**config.mk**
```make
export PLATFORM = sky130hd
export DESIGN_NAME = alu_issue_unit
export DESIGN_NICKNAME = d
export VERILOG_FILES = /design/src/rtl/alu_issue_unit_pkg.sv /design/src/rtl/alu_issue_unit_exec.sv /design/src/rtl/alu_issue_unit.sv
export SDC_FILE = /design/constraint.sdc
export NUM_CORES = 1
export LEC_CHECK = 0
export CAP_MARGIN = 20
export CORE_AREA = 2 2 363 365
export CTS_CLUSTER_SIZE = 30
export DETAILED_ROUTE_END_ITERATION = 6
export DIE_AREA = 0 0 365 367
export PLACE_DENSITY_LB_ADDON = 0.3
export SYNTH_ARGS = -nofsm -noshare
export SYNTH_HDL_FRONTEND = slang
export SYNTH_HIERARCHICAL = 1
export SYNTH_SLANG_ARGS = --single-unit
```
**constraint.sdc**
```tcl
create_clock -name clk -period 8.4 [get_ports clk]
set_input_delay 0.84 -clock clk [delete_from_list [all_inputs] [get_ports clk]]
set_output_delay 0.84 -clock clk [all_outputs]
set_load 0.01 [all_outputs]
```
**src/rtl/alu_issue_unit_pkg.sv**
```systemverilog
// ---------------------------------------------------------------------------
// rv32i_types
//   Shared types between the ALU reservation stations and the ALU issue unit.
//   rs_t    : one reservation-station entry (operands, tag, opcodes, valid)
//   sal_t   : one per-entry broadcast slot (rdy strobe + result data)
//   alu_ops : ALU operation codes
//   cmp_ops : comparator operation codes (only slt/sltu produce a value)
//   RS_IDX_W: width of a reservation-station index
// ---------------------------------------------------------------------------
package rv32i_types;

    localparam int RS_IDX_W = 3;

    typedef enum logic [2:0] {
        alu_add = 3'b000,
        alu_sll = 3'b001,
        alu_sra = 3'b010,
        alu_sub = 3'b011,
        alu_xor = 3'b100,
        alu_srl = 3'b101,
        alu_or  = 3'b110,
        alu_and = 3'b111
    } alu_ops;

    typedef enum logic [2:0] {
        cmp_beq  = 3'b000,
        cmp_bne  = 3'b001,
        cmp_slt  = 3'b010,
        cmp_sltu = 3'b011,
        cmp_blt  = 3'b100,
        cmp_bge  = 3'b101,
        cmp_bltu = 3'b110,
        cmp_bgeu = 3'b111
    } cmp_ops;

    typedef struct packed {
        logic [31:0] r1;
        logic [31:0] r2;
        logic [3:0]  tag;
        alu_ops      alu_opcode;
        cmp_ops      cmp_opcode;
        logic        valid;
    } rs_t;

    typedef struct packed {
        logic        rdy;
        logic [31:0] data;
    } sal_t;

endpackage

```
**src/rtl/alu_issue_unit_exec.sv**
```systemverilog
// ---------------------------------------------------------------------------
// alu_exec
//   Purely combinational ALU / comparator datapath used in the EX stage.
//   Ports:
//     alu_opcode in  alu_ops   ALU operation
//     cmp_opcode in  cmp_ops   comparator operation
//     acu        in  1         1 = comparator result, 0 = ALU result
//     a, b       in  32        operands (shift amount is b[4:0])
//     result     out 32        32-bit wrap-around result; compare gives 0/1
// ---------------------------------------------------------------------------
module alu_exec
    import rv32i_types::*;
(
    input  alu_ops      alu_opcode,
    input  cmp_ops      cmp_opcode,
    input  logic        acu,
    input  logic [31:0] a,
    input  logic [31:0] b,
    output logic [31:0] result
);

    logic [31:0] alu_res;
    logic        cmp_bit;

    always_comb begin
        alu_res = '0;
        case (alu_opcode)
            alu_add: alu_res = a + b;
            alu_sub: alu_res = a - b;
            alu_sll: alu_res = a << b[4:0];
            alu_srl: alu_res = a >> b[4:0];
            alu_sra: alu_res = 32'($signed(a) >>> b[4:0]);
            alu_xor: alu_res = a ^ b;
            alu_or:  alu_res = a | b;
            alu_and: alu_res = a & b;
            default: alu_res = '0;
        endcase

        // Only the set-less-than flavours produce a value; branch codes give 0.
        cmp_bit = 1'b0;
        case (cmp_opcode)
            cmp_slt:  cmp_bit = ($signed(a) < $signed(b));
            cmp_sltu: cmp_bit = (a < b);
            default:  cmp_bit = 1'b0;
        endcase

        result = acu ? {31'b0, cmp_bit} : alu_res;
    end

endmodule

```
**src/rtl/alu_issue_unit.sv**
```systemverilog
// ---------------------------------------------------------------------------
// alu_issue_unit
//   Picks one ready, not-in-flight reservation-station entry per cycle and
//   runs it through a two-stage EX/WB pipeline. A WB result is handed to the
//   ROB over cdb_*; on acceptance the owning RS entry is freed through
//   broadcast_bus and its in-flight bit is cleared.
//   Build option: ALU_ISSUE_RR_EN defined -> round-robin select starting at
//   rr_ptr; undefined -> fixed priority, lowest eligible index wins.
//   Ports:
//     clk, rst       clock, synchronous active-high reset
//     flush          ROB mispredict flush (beats every other event)
//     rs_data        RS entries
//     acu_operation  per entry: 1 = comparator op, 0 = ALU op
//     rs_ready       per entry ready
//     cdb_ready      ROB accepts the WB result this cycle
//     broadcast_bus  per entry rdy strobe + result on ROB accept
//     cdb_valid/tag/data  WB result toward the ROB
//     issue_stall    WB is held by the ROB
// ---------------------------------------------------------------------------
module alu_issue_unit
    import rv32i_types::*;
#(
    parameter int RS_SIZE = 8,
    parameter int IDX_W   = RS_IDX_W
)(
    input  logic                 clk,
    input  logic                 rst,
    input  logic                 flush,
    input  rs_t  [RS_SIZE-1:0]   rs_data,
    input  logic [RS_SIZE-1:0]   acu_operation,
    input  logic [RS_SIZE-1:0]   rs_ready,
    input  logic                 cdb_ready,
    output sal_t [RS_SIZE-1:0]   broadcast_bus,
    output logic                 cdb_valid,
    output logic [3:0]           cdb_tag,
    output logic [31:0]          cdb_data,
    output logic                 issue_stall
);

    // Control state
    logic               ex_valid_q, ex_valid_d;
    logic               wb_valid_q, wb_valid_d;
    logic [RS_SIZE-1:0] inflight_q, inflight_d;
`ifdef ALU_ISSUE_RR_EN
    logic [IDX_W-1:0]   rr_ptr_q, rr_ptr_d;
    logic [IDX_W-1:0]   cand;
`endif

    // EX stage data
    logic [31:0]        ex_r1_q, ex_r1_d;
    logic [31:0]        ex_r2_q, ex_r2_d;
    alu_ops             ex_alu_op_q, ex_alu_op_d;
    cmp_ops             ex_cmp_op_q, ex_cmp_op_d;
    logic               ex_acu_q, ex_acu_d;
    logic [3:0]         ex_tag_q, ex_tag_d;
    logic [IDX_W-1:0]   ex_idx_q, ex_idx_d;

    // WB stage data
    logic [31:0]        wb_data_q, wb_data_d;
    logic [3:0]         wb_tag_q, wb_tag_d;
    logic [IDX_W-1:0]   wb_idx_q, wb_idx_d;

    logic [RS_SIZE-1:0] eligible;
    logic               sel_found;
    logic [IDX_W-1:0]   sel_idx;
    logic               issue;
    logic               hold;
    logic               accept;
    logic [31:0]        ex_result;
    logic [RS_SIZE-1:0] unused_rs_valid;

    // The valid bit is already folded into rs_ready by the RS.
    always_comb begin
        unused_rs_valid = '0;
        for (int i = 0; i < RS_SIZE; i++) begin
            unused_rs_valid[i] = rs_data[i].valid;
        end
    end

    // A flush or reset cycle never presents a result, so nothing can be
    // accepted or broadcast while the pipeline is being cleared.
    assign cdb_valid   = wb_valid_q && !rst && !flush;
    assign accept      = cdb_valid && cdb_ready;
    assign hold        = cdb_valid && !cdb_ready;
    assign issue_stall = hold;
    assign cdb_tag     = cdb_valid ? wb_tag_q  : 4'd0;
    assign cdb_data    = cdb_valid ? wb_data_q : 32'd0;

    // Select: an entry still marked in flight during its own accept cycle is
    // not eligible, so a just-broadcast entry cannot re-issue the same cycle.
    always_comb begin
        eligible  = rs_ready & ~inflight_q;
        sel_found = 1'b0;
        sel_idx   = '0;
`ifdef ALU_ISSUE_RR_EN
        cand      = '0;
        for (int k = 0; k < RS_SIZE; k++) begin
            cand = rr_ptr_q + IDX_W'(k);
            if (!sel_found && eligible[cand]) begin
                sel_found = 1'b1;
                sel_idx   = cand;
            end
        end
`else
        for (int k = RS_SIZE - 1; k >= 0; k--) begin
            if (eligible[k]) begin
                sel_found = 1'b1;
                sel_idx   = IDX_W'(k);
            end
        end
`endif
    end

    assign issue = sel_found && !hold;

    // ---- EX stage ----
    alu_exec u_exec (
        .alu_opcode (ex_alu_op_q),
        .cmp_opcode (ex_cmp_op_q),
        .acu        (ex_acu_q),
        .a          (ex_r1_q),
        .b          (ex_r2_q),
        .result     (ex_result)
    );

    always_comb begin
        ex_valid_d  = issue ? 1'b1 : (hold ? ex_valid_q : 1'b0);
        wb_valid_d  = hold ? 1'b1 : ex_valid_q;

        inflight_d  = inflight_q;
        if (accept) begin
            inflight_d[wb_idx_q] = 1'b0;
        end
        if (issue) begin
            inflight_d[sel_idx] = 1'b1;
        end

`ifdef ALU_ISSUE_RR_EN
        rr_ptr_d    = issue ? (sel_idx + IDX_W'(1)) : rr_ptr_q;
`endif

        ex_r1_d     = ex_r1_q;
        ex_r2_d     = ex_r2_q;
        ex_alu_op_d = ex_alu_op_q;
        ex_cmp_op_d = ex_cmp_op_q;
        ex_acu_d    = ex_acu_q;
        ex_tag_d    = ex_tag_q;
        ex_idx_d    = ex_idx_q;
        if (issue) begin
            ex_r1_d     = rs_data[sel_idx].r1;
            ex_r2_d     = rs_data[sel_idx].r2;
            ex_alu_op_d = rs_data[sel_idx].alu_opcode;
            ex_cmp_op_d = rs_data[sel_idx].cmp_opcode;
            ex_acu_d    = acu_operation[sel_idx];
            ex_tag_d    = rs_data[sel_idx].tag;
            ex_idx_d    = sel_idx;
        end

        wb_data_d   = hold ? wb_data_q : ex_result;
        wb_tag_d    = hold ? wb_tag_q  : ex_tag_q;
        wb_idx_d    = hold ? wb_idx_q  : ex_idx_q;
    end

    always_ff @(posedge clk) begin
        if (rst || flush) begin
            ex_valid_q <= 1'b0;
            wb_valid_q <= 1'b0;
            inflight_q <= '0;
`ifdef ALU_ISSUE_RR_EN
            rr_ptr_q   <= '0;
`endif
        end else begin
            ex_valid_q <= ex_valid_d;
            wb_valid_q <= wb_valid_d;
            inflight_q <= inflight_d;
`ifdef ALU_ISSUE_RR_EN
            rr_ptr_q   <= rr_ptr_d;
`endif
        end
    end

    always_ff @(posedge clk) begin
        ex_r1_q     <= ex_r1_d;
        ex_r2_q     <= ex_r2_d;
        ex_alu_op_q <= ex_alu_op_d;
        ex_cmp_op_q <= ex_cmp_op_d;
        ex_acu_q    <= ex_acu_d;
        ex_tag_q    <= ex_tag_d;
        ex_idx_q    <= ex_idx_d;
        wb_data_q   <= wb_data_d;
        wb_tag_q    <= wb_tag_d;
        wb_idx_q    <= wb_idx_d;
    end

    // ---- WB stage ----
    always_comb begin
        broadcast_bus = '0;
        for (int i = 0; i < RS_SIZE; i++) begin
            if (accept && (wb_idx_q == IDX_W'(i))) begin
                broadcast_bus[i].rdy  = 1'b1;
                broadcast_bus[i].data = wb_data_q;
            end
        end
    end

endmodule

```
==> Yosys cells after proc, flatten, opt, wreduce, memory -nomap -nowiden <==
Index checks and enable logic that the tools add are counted.
{ "totals": {"inputBits": 620, "word_cells": 114, "out_inout_bits": 302, "regBits": 127} }
{ "op_classes": {"order_cmp": 6, "n_eq_ne": 17, "n_mux": 42, "n_addsub": 2, "reduce_logical": 22, "n_shift": 3, "n_bitwise": 8} }
{ "op_table": {"columns": ["operator", "count"], "rows": [
  ["$mux W33", 8],
  ["$pmux W32 S8", 1],
  ["$bmux W75 S3", 1],
  ["$mux W75", 1],
  ["$lt A32 B32 Y1", 2],
  ["$add A32 B32 Y32", 1],
  ["$and A32 B32 Y32", 1],
  ["$mux W32", 1],
  ["$or A32 B32 Y32", 1],
  ["$shl A32 B5 Y32", 1],
  ["$shr A32 B5 Y32", 1],
  ["$sshr A32 B5 Y32", 1],
  ["$sub A32 B32 Y32", 1],
  ["$xor A32 B32 Y32", 1],
  ["$eq A3 B3 Y1 const B", 8],
  ["$mux W3", 8],
  ["$eq A3 B2 Y1 const B", 6],
  ["$and A8 B8 Y8", 2],
  ["$mux W8", 2],
  ["$not A8 Y8", 2],
  ["$logic_and A1 B1 Y1", 15],
  ["$mux W1", 15],
  ["$lt A3 B4 Y1 const B", 2],
  ["$or A8 B8 Y8", 1],
  ["other kinds (10)", 17]
]} }

==> Depth between registers and ports, before layout <==
{ "depth": {"depth_word": 16, "mapped_depth": 15} }

==> Modules after synthesis <==
The synthesis kept the hierarchy.
{ "modules_own_cells": {"columns": ["mod", "area_per_inst_um2", "n_inst", "cells_each", "seq_area_each_um2"], "rows": [
  ["alu_issue_unit", 10845.4, 1, 1609, 3713.6],
  ["alu_exec", 8928.6, 1, 1274, 0.0]
]} }

==> Least setup slack after synthesis <==
OpenSTA, ideal clock, no wires.
{ "synth_path": {"path_kind": "input to register", "startpoint": "in rst", "endpoint": "reg ex_acu_q, enable pin", "arrival_time_ns": 4.564, "path_stages": 8, "path_slack_ns": 3.404, "n_path_buf": 1, "cell_sequence": "nor2_1 -> nand2_1 -> inv_2 -> nand2b_1 -> clkbuf_1 -> inv_1 -> a21o_1 -> inv_1"} }
{ "synth_via": {"elab_chain_cells": 6} }
{ "synth_rtl": {"columns": ["item", "line_no", "text"], "rows": [
  ["start, declared", "alu_issue_unit.sv:27", "input logic rst,"],
  ["$logic_not A1 Y1", "alu_issue_unit.sv:82", "assign cdb_valid = wb_valid_q && !rst && !flush;"],
  ["$logic_and A1 B1 Y1 (2 in series)", "alu_issue_unit.sv:82", null],
  ["named net cdb_valid", "alu_issue_unit.sv:34", "output logic cdb_valid,"],
  ["$logic_and A1 B1 Y1", "alu_issue_unit.sv:84", "assign hold = cdb_valid && !cdb_ready;"],
  ["named net issue_stall", "alu_issue_unit.sv:37", "output logic issue_stall"],
  ["$logic_not A1 Y1", "alu_issue_unit.sv:114", "assign issue = sel_found && !hold;"],
  ["$logic_and A1 B1 Y1", "alu_issue_unit.sv:114", null],
  ["end signal, assigned", "alu_issue_unit.sv:187", "ex_acu_q <= ex_acu_d;"],
  ["end, declared", "alu_issue_unit.sv:54", "logic ex_acu_q, ex_acu_d;"]
]} }
The timed path passes the listed nets, and every way through them passes these cells.
A chain may end at the register's enable or synchronous reset.

==> Final worst setup path <==
{ "layout_path": {"startpoint": "reg ex_r2_q[4]", "endpoint": "reg wb_data_q[31] (data pin)"} }
{ "layout_via": {"elab_chain_cells": 2, "elab_cells_between_ends": 6} }
{ "layout_rtl": {"columns": ["item", "line_no", "text"], "rows": [
  ["start, declared", "alu_issue_unit.sv:51", "logic [31:0] ex_r2_q, ex_r2_d;"],
  ["start signal, assigned", "alu_issue_unit.sv:184", "ex_r2_q <= ex_r2_d;"],
  ["$sub A32 B32 Y32 (tied with other cells)", "alu_issue_unit_exec.sv:29", "alu_sub: alu_res = a - b;"],
  ["$pmux W32 S8 (*)", "alu_issue_unit_exec.sv:27", "case (alu_opcode)"],
  ["end signal, assigned", "alu_issue_unit.sv:190", "wb_data_q <= wb_data_d;"],
  ["end, declared", "alu_issue_unit.sv:59", "logic [31:0] wb_data_q, wb_data_d;"]
]} }
Every way passes the cells marked *; elsewhere a longest branch is shown, timed or not.

==> impl_metrics.env <==
export IMPL_clkSinkCount=127
export IMPL_die_x_um=365
export IMPL_synth_edf_count=117
export IMPL_slew_violations=0
export IMPL_num_vias=24900
export IMPL_grt_pass1_vias=23500
export IMPL_finalPower_mw=5.07
export IMPL_grt_max_degree=144
export IMPL_synth_nets=3603
export IMPL_syn_to_final_growth_pct=58.2
export IMPL_port_buffers=913
export IMPL_cp_startpoint="ex_r2_q[4]$_DFFE_PP_"
export IMPL_r2r_start="ex_r2_q[4]$_DFFE_PP_"
export IMPL_synthDistinctLibCells=82
export IMPL_syn_area_um2=19800
export IMPL_ys_flop_type="edfxtp_1"
export IMPL_layout_drive_gt1_share=0.0508
export IMPL_postSynthCellCount=2883
export IMPL_rows=133
export IMPL_wl_per_cell_um=23.6
export IMPL_post_cts_resized=0
export IMPL_cts_root_buf="clkbuf_16"
export IMPL_worstPathCellList="buf_4 -> inv_1 -> ha_1 -> nor3_1 -> o31ai_1 -> a31oi_1 -> nand3_1 -> a2111oi_0 -> o211ai_1 -> a211oi_1 -> or4_1 -> nand3_1"
export IMPL_hold_viol=0
export IMPL_maxCapViolCount=0
export IMPL_finalSetupViolCount=0
export IMPL_numCtsBuffers=17
export IMPL_die_h_um=367
export IMPL_clk_pin_slew_ns=0.06
export IMPL_setup_tns_ns=0
export IMPL_yosysWarnings=6
export IMPL_syn_area_per_cell_um2=6.86
export IMPL_ant_nets=0
export IMPL_synthArstFlopShare=0
export IMPL_crit_required_ns=8.61
export IMPL_finalWorstPathRequiredPeriod_ns=5.31
export IMPL_dr_pass1_iters=5
export IMPL_cp_max_fo=42
export IMPL_p_leak_nw=12.1
export IMPL_pin_count=922
export IMPL_dieArea_um2=134000
export IMPL_h_tree_depth=4
export IMPL_endpoint_kind="register"
export IMPL_grt_overflow_total=0
export IMPL_via_per_inst=4.60
export IMPL_layout_setup_ws_ns=3.09
export IMPL_clockBufferDepth=2
export IMPL_clk_latency_ns=0.48
export IMPL_fillCellCount=14700
export IMPL_antenna_found_initial=29
export IMPL_hold_buffers=0
export IMPL_crit_arrival_ns=5.52
export IMPL_critical_path_class="register to register"
export IMPL_synth_seq_cells=127
export IMPL_coreArea_um2=130000
export IMPL_slew_headroom=0.253
export IMPL_initial_core_util=0.152
export IMPL_postCtsSetupBuffers=0
export IMPL_start_kind="register"
export IMPL_route_detailed_drc=0
export IMPL_hold_start="ex_idx_q[0]$_DFFE_PP_"
export IMPL_worst_slew_pin_slew_ns=1.12
export IMPL_drt_wl_total_um=128000
export IMPL_nets=4349
export IMPL_finalCritPeriodShare=0.633
export IMPL_place_ws_ns=3.37
export IMPL_fin_skew_ns=0.0179
export IMPL_fmax_mhz=188
export IMPL_crit_top_cell="nand3_1"
export IMPL_synth_seq_area_share=0.188
export IMPL_fin_util=0.240
export IMPL_cts_tree="done"
export IMPL_place_congestion=0.931
export IMPL_outcome="complete, no violations"
export IMPL_grt_setup_unrepaired="false"
export IMPL_critPathSlowestCell="a2111oi_0"
export IMPL_grt_usage=0.181
export IMPL_max_stage_delay_ns=0.99
export IMPL_p_per_area_nw_per_um2=162
export IMPL_drtIter0Drc=2307
export IMPL_ir_worst_vdd_mv=0.157
export IMPL_hold_class="register to register"
export IMPL_dpl_hpwl_um=102000
export IMPL_grt_pass1_wl_um=175000
cell type report:
class	instances	area, µm²	area share
tap	1755	2200	0.0702
timing repair buffer	967	9590	0.307
inverter	110	423	0.0135
clock inverter	14	134	0.00428
antenna	15	37.5	0.00120
sequential	127	3710	0.119
multi-input combinational	2406	14800	0.472
clock buffer	17	425	0.0136
cells by family (layout without fill, tap and decap cells):
| group | after synthesis | count (layout) | synth area share |
|---|---|---|---|
| compound gates | 774 | 774 | 0.234 |
| xor+xnor | 44 | 44 | 0.0195 |
| fa+ha+maj | 100 | 100 | 0.0640 |
| buf+inv | 350 | 1108 | 0.0698 |
| flops | 127 | 127 | 0.188 |
| mux | 102 | 102 | 0.0898 |
| other cells | 0 | 15 | 0 |
| simple gates | 1386 | 1386 | 0.335 |
worst max-delay path: cells and delay by family (launching register included):
| family | cells | cell delay [ns] |
|---|---|---|
| AND/OR/NAND/NOR | 4 | 0.88 |
| flip-flops | 1 | 0.32 |
| AO/OA/AOI/OAI | 5 | 2.34 |
| adder cells (fa/ha/maj) | 1 | 0.53 |
| buffers and inverters | 2 | 0.91 |
metrics by stage:
step,area [µm²],std cells,hold WS (ns)
finish,31300,5411,0.411
global route,31300,5402,0.415
CTS,31200,5396,0.413
detailed placement,30700,5365,0.407
global placement,30700,5365,0.402
floorplan,19800,2883,0.400
report_power, final:
part	internal, mW	switching (mW)
registers	0.876	0.412
logic	1.20	1.85
clock network	0.408	0.329
Yosys cell counts (39+ instances only):
cell type	number	area share
nand2_1	679	0.13
a21oi_1	437	0.11
and3_1	77	0.024
and2_1	229	0.072
mux4_2	60	0.068
clkbuf_1	181	0.034
xnor2_1	40	0.018
edfxtp_1	117	0.18
mux2i_1	39	0.020
buf_2	41	0.010
nor3_1	42	0.011
or4_1	79	0.030
ha_1	98	0.062
nor2_1	160	0.030
inv_1	101	0.019
o21ai_0	97	0.025
state kept, by name, summed over array words and instances (netlist names):
register / cells
ex_acu_q: 1
wb_data_q: 32
ex_cmp_op_q: 3
ex_r2_q: 32
ex_r1_q: 32
ex_tag_q: 4
inflight_q: 8
ex_alu_op_q: 3
wb_tag_q: 4
ex_idx_q: 3
wb_idx_q: 3
wb_valid_q: 1
ex_valid_q: 1
path summary, 6_finish.rpt:
kind	end	slack [ns]	cells past startpoint
min reg2reg	wb_idx_q[0]$_DFFE_PN_	0.41	0
min	wb_idx_q[0]$_DFFE_PN_	0.41	0
max reg2reg	wb_data_q[31]$_DFFE_PN_	3.09	12
max	wb_data_q[31]$_DFFE_PN_	3.09	12
routing by layer:
metal,global-route usage,vias to the layer above,wire [µm]
met3,0.0331,128,9840
li1,-,11700,-
met4,0.0530,8,3300
met5,0,-,57
met1,0.236,11800,55000
met2,0.302,1254,59600
cells in the final DEF (no fill, tap or decap), types with 15 or more instances in the layout:
master,Yosys,routed
or3_1,16,16
inv_1,101,99
ha_1,98,98
nand2_1,679,678
clkbuf_16,0,17
o21bai_1,17,17
and2_1,229,229
a221oi_1,22,22
or4_1,79,79
edfxtp_1,117,117
buf_4,2,50
and3_1,77,77
nand2b_1,16,15
nand3_1,28,27
o211ai_1,15,15
mux4_2,60,60
nor2b_1,15,15
xnor2_1,40,40
a21oi_1,437,436
a21o_1,19,19
clkdlybuf4s50_1,0,913
mux2i_1,39,39
o22ai_1,16,16
nor3_1,42,39
nor2_1,160,156
o21ai_0,97,97
diode_2,0,15
a211oi_1,29,29
(Power assumes the default switching activity.)
